===== config.mk =====
export PLATFORM = sky130hd
export DESIGN_NAME = logic_result_stage
export DESIGN_NICKNAME = d
export VERILOG_FILES = /design/src/rtl/logic_stage_pkg.sv /design/src/rtl/logic_stage_fifo.sv /design/src/rtl/logic_result_stage.sv
export SDC_FILE = /design/constraint.sdc
export NUM_CORES = 1
export LEC_CHECK = 0
export ABC_AREA = 1
export CAP_MARGIN = 20
export CORE_MARGIN = 3
export CORE_UTILIZATION = 28
export DETAILED_ROUTE_END_ITERATION = 10
export SLEW_MARGIN = 10
export SYNTH_ARGS = -nofsm -noshare
export SYNTH_HDL_FRONTEND = slang
export SYNTH_HIERARCHICAL = 1
export SYNTH_SLANG_ARGS = --single-unit

===== constraint.sdc =====
create_clock -name clk -period 3.59 [get_ports clk]
set_input_delay 0.359 -clock clk [delete_from_list [all_inputs] [get_ports clk]]
set_output_delay 0.359 -clock clk [all_outputs]
set_load 0.1 [all_outputs]

===== src/rtl/logic_stage_pkg.sv =====
// Shared definitions for the logic result stage: opcode encodings and the
// per-entry record buffered between the logic unit and the result bus.
package logic_stage_pkg;

   localparam int RES_W = 4;

   localparam logic [2:0] OP_AND     = 3'b000;
   localparam logic [2:0] OP_NAND    = 3'b001;
   localparam logic [2:0] OP_OR      = 3'b010;
   localparam logic [2:0] OP_NOR     = 3'b011;
   localparam logic [2:0] OP_XOR     = 3'b100;
   localparam logic [2:0] OP_XNOR    = 3'b101;
   localparam logic [2:0] OP_NOT     = 3'b110;
   localparam logic [2:0] OP_ILLEGAL = 3'b111;

   typedef struct packed {
      logic [RES_W-1:0] result;
      logic [2:0]       op;
      logic             zero;
      logic             err;
      logic             parity;
   } entry_t;

endpackage


===== src/rtl/logic_stage_fifo.sv =====
// DEPTH-entry synchronous FIFO of entry_t records. Storage is cleared on
// reset; push is ignored when full and pop is ignored when empty.
module logic_stage_fifo
   import logic_stage_pkg::*;
#(
   parameter int DEPTH = 2
) (
   input  logic   clk,
   input  logic   rst_n,
   input  logic   push,
   input  logic   pop,
   input  entry_t wr_data,
   output entry_t rd_data,
   output logic   full,
   output logic   empty
);

   localparam int PTR_W = (DEPTH > 1) ? $clog2(DEPTH) : 1;
   localparam int CNT_W = $clog2(DEPTH + 1);
   localparam logic [CNT_W-1:0] FULL_CNT = CNT_W'(DEPTH);

   entry_t             mem_q [DEPTH];
   entry_t             mem_d [DEPTH];
   logic [PTR_W-1:0]   wr_ptr_q, wr_ptr_d;
   logic [PTR_W-1:0]   rd_ptr_q, rd_ptr_d;
   logic [CNT_W-1:0]   count_q, count_d;
   logic               do_push, do_pop;

   assign full    = (count_q == FULL_CNT);
   assign empty   = (count_q == '0);
   assign do_push = push && !full;
   assign do_pop  = pop && !empty;
   assign rd_data = mem_q[rd_ptr_q];

   // DEPTH is a power of two, so pointer overflow is the modulo wrap.
   always_comb begin
      mem_d    = mem_q;
      wr_ptr_d = wr_ptr_q;
      rd_ptr_d = rd_ptr_q;
      count_d  = count_q;
      if (do_push) begin
         mem_d[wr_ptr_q] = wr_data;
         wr_ptr_d        = wr_ptr_q + PTR_W'(1);
      end
      if (do_pop) begin
         rd_ptr_d = rd_ptr_q + PTR_W'(1);
      end
      case ({do_push, do_pop})
         2'b10:   count_d = count_q + CNT_W'(1);
         2'b01:   count_d = count_q - CNT_W'(1);
         default: count_d = count_q;
      endcase
   end

   always_ff @(posedge clk or negedge rst_n) begin
      if (!rst_n) begin
         for (int i = 0; i < DEPTH; i++) begin
            mem_q[i] <= '0;
         end
         wr_ptr_q <= '0;
         rd_ptr_q <= '0;
         count_q  <= '0;
      end else begin
         mem_q    <= mem_d;
         wr_ptr_q <= wr_ptr_d;
         rd_ptr_q <= rd_ptr_d;
         count_q  <= count_d;
      end
   end

endmodule


===== src/rtl/logic_result_stage.sv =====
// Selects one of the seven logic-unit results by opcode, flags zero/illegal,
// and buffers the entry behind a valid/ready FIFO. Optional parity: LOGIC_STAGE_PARITY_EN.
module logic_result_stage
   import logic_stage_pkg::*;
#(
   parameter int WIDTH = 4,
   parameter int DEPTH = 2
) (
   input  logic             clk,
   input  logic             rst_n,
   input  logic             in_valid,
   output logic             in_ready,
   input  logic [2:0]       op,
   input  logic [WIDTH-1:0] and_in,
   input  logic [WIDTH-1:0] nand_in,
   input  logic [WIDTH-1:0] or_in,
   input  logic [WIDTH-1:0] nor_in,
   input  logic [WIDTH-1:0] xor_in,
   input  logic [WIDTH-1:0] xnor_in,
   input  logic [WIDTH-1:0] not_in,
   output logic             out_valid,
   input  logic             out_ready,
   output logic [WIDTH-1:0] out_result,
   output logic [2:0]       out_op,
   output logic             out_zero,
   output logic             out_err,
   output logic             out_parity
);

   // Handshake: a transfer happens on a rising edge where valid && ready.
   // in_ready depends only on registered fill level, never on out_ready.
   logic             full, empty;
   logic [WIDTH-1:0] sel_result;
   entry_t           new_entry;
   entry_t           head;

   always_comb begin
      sel_result = '0;
      case (op)
         OP_AND:  sel_result = and_in;
         OP_NAND: sel_result = nand_in;
         OP_OR:   sel_result = or_in;
         OP_NOR:  sel_result = nor_in;
         OP_XOR:  sel_result = xor_in;
         OP_XNOR: sel_result = xnor_in;
         OP_NOT:  sel_result = not_in;
         default: sel_result = '0;
      endcase
   end

   always_comb begin
      new_entry        = '0;
      new_entry.result = sel_result;
      new_entry.op     = op;
      new_entry.zero   = (sel_result == '0);
      new_entry.err    = (op == OP_ILLEGAL);
`ifdef LOGIC_STAGE_PARITY_EN
      new_entry.parity = ^sel_result;
`else
      new_entry.parity = 1'b0;
`endif
   end

   logic_stage_fifo #(
      .DEPTH (DEPTH)
   ) u_fifo (
      .clk     (clk),
      .rst_n   (rst_n),
      .push    (in_valid),
      .pop     (out_ready),
      .wr_data (new_entry),
      .rd_data (head),
      .full    (full),
      .empty   (empty)
   );

   assign in_ready  = !full;
   assign out_valid = !empty;

   // Head fields are masked while empty so stale slots never reach the bus.
   assign out_result = out_valid ? head.result : '0;
   assign out_op     = out_valid ? head.op     : 3'b000;
   assign out_zero   = out_valid & head.zero;
   assign out_err    = out_valid & head.err;
   assign out_parity = out_valid & head.parity;

endmodule

**Yosys cells after proc, flatten, opt, wreduce, memory -nomap -nowiden**

Index checks and enable logic that the tools add are counted.
Widths: inputs -> output; s select.

- Flip-flop bits (word level): 24
- Output and inout port bits: 12
- Logic and storage cells: 54
- Bits of input ports: 35

- Eq/ne operators: 10
- $lt $le $gt $ge: 3
- Bitwise logic cells: 5
- Reductions and logical operators: 9
- Muxes and demuxes: 10
- Add/subtract/negate cells: 4

Operators by type and width:

| operator | count |
|---|---|
| $mux 10 | 4 |
| $pmux 4 s7 | 1 |
| $bwmux 20 | 1 |
| $eq 3x3->1 const B | 4 |
| $demux 10 s1 | 1 |
| $eq 3x2->1 const B | 2 |
| $eq 2x2->1 const B | 2 |
| $ge 2x2->1 const B | 2 |
| $logic_not 4->1 | 1 |
| $mux 4 | 1 |
| $not 1->2 | 2 |
| $pmux 2 s2 | 1 |
| $and 1x1->1 | 3 |
| $eq 3x1->1 const B | 1 |
| $logic_and 1x1->1 | 3 |
| $logic_not 3->1 | 1 |
| $mux 3 | 1 |
| $add 1x1->1 const B | 2 |
| $add 2x1->2 const B | 1 |
| $eq 2x1->1 const B | 1 |
| $logic_not 1->1 | 2 |
| $logic_not 2->1 | 1 |
| $lt 2x1->1 const B | 1 |
| $reduce_bool 2->1 | 1 |
| $sub 2x1->2 const B | 1 |

**Logic depth before layout (Yosys ltp)**

- Depth in word-level cells: 6
- Gate-level depth with buffers: 11
- Mapped depth without buffers: 10

**Hierarchy**

Netlist, hierarchy kept.

By module, submodules not included:

| module | area an instance (um^2) | times used | cells an instance | seq. area each (um^2) |
|---|---|---|---|---|
| logic_stage_fifo | 1217.4 | 1 | 151 | 600.6 |
| logic_result_stage | 435.4 | 1 | 93 | 0.0 |

**Worst setup path after synthesis**

OpenSTA, ideal clock, no wires.

- Kind: flip-flop to output port
- Start: reg u_fifo.count_q[1]
- End: out out_err
- Required time: 3.231 ns
- Data arrival time: 2.056 ns
- Slack: 1.175 ns
- Stages on the path, launching flop included: 6
- Path buffers: 1
- Cells stage by stage: dfrtp_1 inv_1 nand2_1 inv_1 clkbuf_1 nor2_1

- Word-level cells in the longest chain between the ends: 3

Ends and longest elaborated chain:

| element | line | text |
|---|---|---|
| from (decl) | logic_stage_fifo.sv:26 | `logic [CNT_W-1:0] count_q, count_d;` |
| from (signal assigned) | logic_stage_fifo.sv:67 | `count_q <= count_d;` |
| $logic_not 2->1 | logic_stage_fifo.sv:30 | `assign empty = (count_q == '0);` |
| via empty | logic_result_stage.sv:32 | `logic full, empty;` |
| $logic_not 1->1 | logic_result_stage.sv:78 | `assign out_valid = !empty;` |
| $and 1x1->1 | logic_result_stage.sv:84 | `assign out_err = out_valid & head.err;` |
| to (decl) | logic_result_stage.sv:26 | `output logic out_err,` |

The timed path passes the listed nets, and every way through them passes these cells.

**Worst setup path after layout**

- Start: reg u_fifo.count_q[1]
- End: out out_valid

- Word-level cells in the longest chain between the ends: 2

Ends and longest elaborated chain:

| element | line | text |
|---|---|---|
| $logic_not 2->1 | logic_stage_fifo.sv:30 |  |
| via empty | logic_result_stage.sv:32 |  |
| $logic_not 1->1 | logic_result_stage.sv:78 |  |
| to (decl) | logic_result_stage.sv:21 | `output logic out_valid,` |

The timed path passes the listed nets, and every way through them passes these cells.

==> flow_summary.json <==
{
  "use_met2": 0.205,
  "antenna_left": 0,
  "cp_slowest_cell": "clkdlybuf4s50_1",
  "layout-drive-gt1-share": 0.0848,
  "cp_data_arrival_time_ns": 2.25,
  "post_drt_wl_per_cell_um": 11.7,
  "cts_setup_buffers": 0,
  "rsz0062_at_grt": "no",
  "gr-usage-met1": 0.177,
  "track_usage": 0.131,
  "slew_violations": 0,
  "min_path_type": "in2async",
  "setup_viol": 0,
  "crit_buf_inv": 4,
  "ys_warn_count": 6,
  "cpLargestDelayFamily": "buffers and inverters",
  "syn_to_final_growth_pct": 30.7,
  "tightest_slew_ns": 0.958,
  "fp.dieArea_um2": 6860,
  "r2r_cells": 8,
  "final_cells": 355,
  "antenna_found_initial": 0,
  "post-route-period-util": 0.727,
  "cp_max_fo": 11,
  "num_vias": 1661,
  "fmax_ghz": 0.383,
  "required_ns": 3.23,
  "synth_seq_cells": 24,
  "max_slew_margin": 0.359,
  "syn_inst": 244,
  "hold_violations": 0,
  "r2r_start": "u_fifo/count_q[0]",
  "synth_area_um2": 1650,
  "routabilityCongestion": 0.799,
  "tritoncts": "built",
  "cp-end-kind": "primary output",
  "rows": 27,
  "path_cells": "inv_1, nand2_1, inv_1, inv_1, clkdlybuf4s50_1",
  "clk_path_buf_depth": 2,
  "grt.busiest_layer": "met2",
  "post-dp-hpwl_mm": 3.14,
  "fin_tns_setup_ns": 0,
  "pin_count": 47,
  "outcome": "complete, no violations",
  "cts_resized": 0,
  "clkTransAtPathRegs_ns": 0.08,
  "core-area_um2": 5610,
  "grt_pass1_vias": 1670,
  "r2r_end": "u_fifo/count_q[1]",
  "dp.cells": 351,
  "syn_area_per_cell_um2": 6.77,
  "ctsRootBufferMaster": "clkbuf_8",
  "grt_max_degree": 25,
  "crit_path_start_kind": "flop",
  "cts_made_buffers": 3,
  "peakVddDrop_uv": 606,
  "finalClockSkew_ns": 0.00222,
  "cts-htree-levels": 1,
  "yosysSeqAreaShare": 0.363,
  "worstSkewPairLatency_ns": 0.27,
  "viasPerCell": 4.68,
  "path_class": "reg2out",
  "crit_cells": 5,
  "drtIter0Drc": 96,
  "finalNetCount": 320,
  "grt.met3_usage": 0.0258,
  "grt_overflow": 0,
  "dieWidth_um": 82.8,
  "maxCapViolations": 0,
  "die_h_um": 82.8,
  "final_util": 0.385,
  "clock_sinks": 24,
  "reg2reg_slack_ns": 2.05,
  "yosysUniqueCellTypes": 20,
  "p_leak_uw": 0.00114,
  "n_antenna_cell": 0,
  "critPathMaxStageDelay_ns": 1.12,
  "drt-pass1-iter-count": 4,
  "grt_first_pass_wirelength_mm": 7.55,
  "drc": 0,
  "fin_crit_ns": 2.61,
  "totalWireLength_mm": 4.15,
  "crit_top_cell": "inv_1",
  "ctsHoldBuffers": 0,
  "portBuffers": 46,
  "start_util": 0.295,
  "p_per_area_nw_per_um2": 898
}
==> per-layer routing <==
layer | up-vias | share of wire
met1 | 742 | 0.49
met5 | - | 0
met4 | 0 | 0.015
li1 | 861 | -
met3 | 4 | 0.057
met2 | 54 | 0.44
==> cell usage after synthesis <==
cell type,n,area share
nand2_1,95,0.22
nand4_1,39,0.15
inv_1,30,0.068
dfrtp_1,24,0.36
nor2_1,15,0.034
nand3_1,14,0.042
buf_6,5,0.034
buf_4,4,0.018
inv_2,4,0.0091
buf_2,3,0.0091
nor3_1,2,0.0061
clkbuf_1,1,0.0023
clkbuf_4,1,0.0045
conb_1,1,0.0023
ha_1,1,0.0076
nand2_4,1,0.0068
nand3_2,1,0.0061
nand3_4,1,0.011
nor2_4,1,0.0068
xnor2_1,1,0.0053
==> stage by stage <==
step | area (um2) | total power (uW) | hold WS, ns | setup slack (ns)
floorplan | 1660 | 1530 | 0.0634 | 1.18
global placement | 2080 | 1760 | 0.455 | 1.26
detailed placement | 2100 | 1780 | 0.459 | 1.26
CTS | 2160 | 1960 | 0.453 | 0.959
global route | 2160 | 2090 | 0.461 | 0.830
finish | 2160 | 1940 | 0.433 | 0.981
==> logic make-up after synthesis <==
logic type               synth area share
AND/OR/NAND/NOR                     0.476
other                             0.00227
adder cells (fa/ha/maj)           0.00757
buffers and inverters               0.145
flip-flops                          0.363
XOR/XNOR                          0.00530
==> area by class of cell <==
cell class	instances	area [um2]
clock buffers	4	55.1
inverters	34	128
repair buffers	48	470
fillers	621	3450
well taps	72	90.1
flip-flops and latches	24	601
multi-input cells	173	816
==> worst max path at each step <==
stage                       from         to
2_1_floorplan  u_fifo/count_q[1]    out_err
3_3_place_gp   u_fifo/count_q[1]  out_valid
3_5_place_dp   u_fifo/count_q[1]  out_valid
4_1_cts        u_fifo/count_q[1]  out_valid
5_1_grt        u_fifo/count_q[1]  out_valid
6_report       u_fifo/count_q[1]  out_valid
==> registers in the layout, summed over array words and instances (netlist names) <==
| signal | flops |
|---|---|
| u_fifo/mem_q | 20 |
| u_fifo/count_q | 2 |
| u_fifo/rd_ptr_q | 1 |
| u_fifo/wr_ptr_q | 1 |
==> report_power, final <==
group	total (uW)	switching (uW)	internal, uW
clock	183	85.1	97.9
combinational	1250	949	299
sequential	510	113	397
==> cells in the final DEF, fill, tap and decap left out <==
master	synthesis	layout
buf_16	0	1
buf_4	4	11
clkbuf_8	0	4
clkdlybuf4s50_1	0	36
conb_1	1	2
dfrtp_1	24	24
ha_1	1	1
inv_1	30	30
inv_2	4	4
nand2_1	95	95
nand2_4	1	1
nand3_1	14	14
nand3_2	1	1
nand3_4	1	1
nand4_1	39	39
nor2_1	15	15
nor2_4	1	1
nor3_1	2	2
xnor2_1	1	1
No activity file was read; power rests on OpenSTA's default activity.
